[src/rtl/shift_rotate_seq.sv]
// Sequential 8-bit arithmetic-shift / rotate unit: one bit position per clock,
// with a start/busy/done handshake. It shares its shift-amount encoding with the ALU's logical shifter.
module shift_rotate_seq (
   input  logic       clk_i,
   input  logic       reset_i,
   input  logic       start_i,
   input  logic       op_i,
   input  logic [7:0] data_i,
   input  logic [7:0] amount_i,
   output logic [7:0] result_o,
   output logic       busy_o,
   output logic       done_o
);

   typedef enum logic [1:0] {IDLE, SHIFT, FIN} state_t;

   state_t      state_q;
   logic [7:0]  res_q, res_d;
   logic [2:0]  cnt_q;
   logic        dir_q;   // 1 = right
   logic        rot_q;   // 1 = rotate, 0 = arithmetic
   logic        busy_q, done_q;

   logic unused_amt;
   assign unused_amt = ^amount_i[6:3];

   always_comb begin
      res_d = res_q;
      case ({rot_q, dir_q})
         2'b00:   res_d = {res_q[6:0], 1'b0};
         2'b01:   res_d = {res_q[7], res_q[7:1]};
         2'b10:   res_d = {res_q[6:0], res_q[7]};
         default: res_d = {res_q[0], res_q[7:1]};
      endcase
   end

   always_ff @(posedge clk_i) begin
      if (reset_i) begin
         state_q <= IDLE;
         res_q   <= 8'h00;
         cnt_q   <= 3'd0;
         dir_q   <= 1'b0;
         rot_q   <= 1'b0;
         busy_q  <= 1'b0;
         done_q  <= 1'b0;
      end else begin
         case (state_q)
            IDLE: begin
               if (start_i) begin
                  res_q  <= data_i;
                  cnt_q  <= amount_i[2:0];
                  dir_q  <= amount_i[7];
                  rot_q  <= op_i;
                  busy_q <= 1'b1;
                  if (amount_i[2:0] == 3'd0) begin
                     state_q <= FIN;
                     done_q  <= 1'b1;
                  end else begin
                     state_q <= SHIFT;
                  end
               end
            end
            SHIFT: begin
               res_q <= res_d;
               cnt_q <= cnt_q - 3'd1;
               // Last bit move this edge: present DONE during the following cycle.
               if (cnt_q == 3'd1) begin
                  state_q <= FIN;
                  done_q  <= 1'b1;
               end
            end
            FIN: begin
               state_q <= IDLE;
               busy_q  <= 1'b0;
               done_q  <= 1'b0;
            end
            default: begin
               state_q <= IDLE;
               busy_q  <= 1'b0;
               done_q  <= 1'b0;
            end
         endcase
      end
   end

   assign result_o = res_q;
   assign busy_o   = busy_q;
   assign done_o   = done_q;

endmodule

[config.mk]
export PLATFORM = sky130hd
export DESIGN_NAME = shift_rotate_seq
export DESIGN_NICKNAME = d
export VERILOG_FILES = /design/src/rtl/shift_rotate_seq.sv
export SDC_FILE = /design/constraint.sdc
export NUM_CORES = 1
export LEC_CHECK = 0
export BUFFER_PORTS_ARGS = -buffer_cell sky130_fd_sc_hd__buf_4
export CAP_MARGIN = 0
export CORE_MARGIN = 4
export CORE_UTILIZATION = 44
export CTS_BUF_LIST = sky130_fd_sc_hd__clkbuf_8
export DETAILED_ROUTE_END_ITERATION = 16
export PLACE_DENSITY = 0.71
export SLEW_MARGIN = 20
export SYNTH_ARGS = -nofsm -noshare
export SYNTH_HDL_FRONTEND = slang
export SYNTH_SLANG_ARGS = --single-unit
[constraint.sdc]
create_clock -name clk_i -period 3.83 [get_ports clk_i]
set_input_delay 0.1915 -clock clk_i [delete_from_list [all_inputs] [get_ports clk_i]]
set_output_delay 0.1915 -clock clk_i [all_outputs]
set_load 0.005 [all_outputs]
==> results.ini <==
[die]
rows=16
die_w_um=54.3
floorplan.die_area_um2=2950
pin_count=30
core_area_um2=2000
chipHeight_um=54.3
start_util=0.471

[clock_tree]
cts-hold-fix-buffers=0
cts_root_buffer=sky130_fd_sc_hd__clkbuf_8
tritoncts.num_buffers=3
cts.sinks=17
ctsLongestPathBuffers=2
post_cts.resized_instances=0
cts_tree=built
ctsHtreeMaxLevel=1
clk_pin_slew_worst_paths_ns=0.07
worstSkewPairLatency_ns=0.26
cts.repair_timing.setup_buffer_count=0

[placement]
port_buffers=25
gp_congestion=0.749
worst_case_setup_slack_after_placement_ns=2.36
dpl_cell_area_um2=1110
placed_cells_incl_taps=145
detailed_place_hpwl_um=1600

[power_and_ir_drop]
power_switching_mw=0.142
power.static_leakage_nw=0.465
vdd.ir_drop.worst_mv=0.186
sw_frac_of_total=0.301
combPwrFrac=0.245
pwr-share-seq=0.464
internal-power_mw=0.330
totalPowerFinal_mw=0.472
share_clk_of_total_power=0.291
p_per_area_nw_per_um2=409

[logic_synthesis]
simple_logic_cell_fraction_of_the_synthesized_area=0.183
yosysWarnings=0
largest_area_contributor_in_the_netlist=sky130_fd_sc_hd__dfxtp_1
yosys.cell_types.count=32
post_synth_instance_area_um2=942
yosys_register_bits=17
synth.area.top_cells=sky130_fd_sc_hd__dfxtp_1 36%, sky130_fd_sc_hd__mux2_2 7.2%, sky130_fd_sc_hd__a211oi_1 5.6%
netlist.area_leader.share=0.361
synthesis.nets=122
synth.yosys.seq_area_share=0.361
yosys.area_share.adder=0.0266
synth_compound_area_frac=0.242
yosys-mux-area-fraction=0.0930
combinational_family_with_the_most_area_after_synthesis=compound AO/OA/AOI/OAI gates
synthCells=100
yosys.area_share.xor_xnor=0
synth_area_per_cell_um2=9.42

[global_route]
global_route.peak_usage_layer=met2
groute.layer.met3.usage=0.0327
grt_usage=0.176
globalRouteOverflowTotal=0
met2_usage=0.275
grtUsageMet1=0.235
grt_pass1_wl_um=3680
grt_pass1_vias=776
grt_antenna_before_repair=0
largest_net_degree_at_the_start_of_global_routing=19

[sta]
finalWorstSetupSlack_ns=2.34
timing.final.setup_violations=0
worst_pin_slew_ns=0.470
rsz0062_at_grt=false
report.final.slew_viol_count=0
final_worst_path_period_need_ns=1.49
fmaxAchievable_ghz=0.671
total_negative_slack_for_setup_checks_ns=0
period_utilization_post_route=0.389
hold_viol=0
maxSlewHeadroom=0.686
fin_worst_skew_ns=0.000763

[finish]
mostFrequentLayoutCells=25 x sky130_fd_sc_hd__buf_4, 17 x sky130_fd_sc_hd__dfxtp_1, 11 x sky130_fd_sc_hd__nor2_1
proportion_of_layout_cells_with_a_drive_suffix_above_1=0.361
area_growth_syn_to_layout_pct=22.7
final_cell_count_no_fill=149
final_design_area_no_fill_um2=1160
final_net_count=145
mostFrequentLayoutCell=sky130_fd_sc_hd__buf_4
antenna_cells_inserted=0
filler_cell_count=183

[hold_path]
min_path_type=in -> reg
holdPathStages=2

[route]
drc_errors=0
drt_pre_antenna_iters=4
totalWireLength_um=2230
via_to_cell_ratio=5.48
routed-via-count=816
drt.antenna.violating_nets=0
wl_per_cell_um=14.9
detailedRoute.firstIterationViolations=24

[critical_path]
start_kind=register
cp_data_arrival_time_ns=1.64
critPathCaptureType=register
crit_type=reg -> reg
critical_path_peak_fanout=11
ff_to_ff_path_depth=3
critPathRequiredTime_ns=3.98

[flow_run]
cap_viol_max_count=0

[status]
outcome=complete, no violations

## worst paths after layout
check	from	to	slack, ns
max	state_q[0]	result_o[7]	2.34
min	data_i[7]	result_o[7]	0.17
max reg2reg	state_q[0]	result_o[7]	2.34
min reg2reg	cnt_q[1]	cnt_q[1]	0.46
## layer usage
metal  routed length [um]  share of wire
met1                 1040           0.47
met2                 1050           0.47
met3                   96          0.043
met4                   44          0.020
met5                    0              0
## cell families (layout without fill, tap and decap cells)
group | Yosys count | after routing
AOI/OAI and AO/OA | 27 | 27
DFF | 17 | 17
and+or+nand+nor | 31 | 31
buffers and inverters | 15 | 37
muxes | 8 | 8
adders and majority gates | 2 | 2
## sequential cells by signal, summed over array words and instances (netlist names)
register and cells:
cnt_q 3, done_o 1, dir_q 1, rot_q 1, busy_o 1, result_o 8
state_q 2
## cell usage after synthesis (all sizes together)
| library cell | instances |
|---|---|
| a2111oi | 1 |
| ha | 2 |
| mux2 | 6 |
| dfxtp | 17 |
| nand2b | 4 |
| a21o | 1 |
| o211ai | 1 |
| a211oi | 7 |
| nand2 | 2 |
| nand3 | 2 |
| a21oi | 4 |
| o21ai | 2 |
| or3 | 1 |
| nor3b | 1 |
| and2b | 1 |
| o21ba | 1 |
| o21bai | 1 |
| nand3b | 2 |
| a311o | 1 |
| inv | 8 |
| a32o | 1 |
| buf | 5 |
| clkbuf | 2 |
| a221oi | 6 |
| mux2i | 2 |
| nor3 | 7 |
| nor2 | 11 |
| a311oi | 1 |
## critical path, cell delays in order (launching register included)
cell                        delay, ns
sky130_fd_sc_hd__dfxtp_1         0.61
sky130_fd_sc_hd__and2b_2         0.39
sky130_fd_sc_hd__a2111oi_2       0.11
sky130_fd_sc_hd__a311o_1         0.28
## metrics by stage
| step | hold WS, ns | util |
|---|---|---|
| 2_1_floorplan | 0.339 | - |
| 3_3_place_gp | 0.429 | 0.554 |
| 6_report | 0.175 | 0.578 |
| 5_1_grt | 0.179 | 0.578 |
| 3_5_place_dp | 0.440 | 0.554 |
| 4_1_cts | 0.171 | 0.578 |
## layout make-up
cell class	instances	area, um^2	share of cell area
clock inverter	1	5.00	0.00433
inverter	8	35.0	0.0303
tap	27	33.8	0.0292
timing repair buffer	25	188	0.162
clock buffer	3	41.3	0.0357
multi-input combinational	68	513	0.444
sequential	17	340	0.294
## power by group through the flow
| stage | Combinational [mW] | Clock (mW) | Sequential [mW] |
|---|---|---|---|
| 3_3_place_gp | 0.113 | 0 | 0.222 |
| 5_1_grt | 0.130 | 0.150 | 0.222 |
| 6_report | 0.116 | 0.137 | 0.219 |
| 2_1_floorplan | 0.0838 | 0 | 0.213 |
| 3_5_place_dp | 0.117 | 0 | 0.223 |
| 4_1_cts | 0.117 | 0.142 | 0.219 |
No activity file was read; power rests on OpenSTA's default activity.
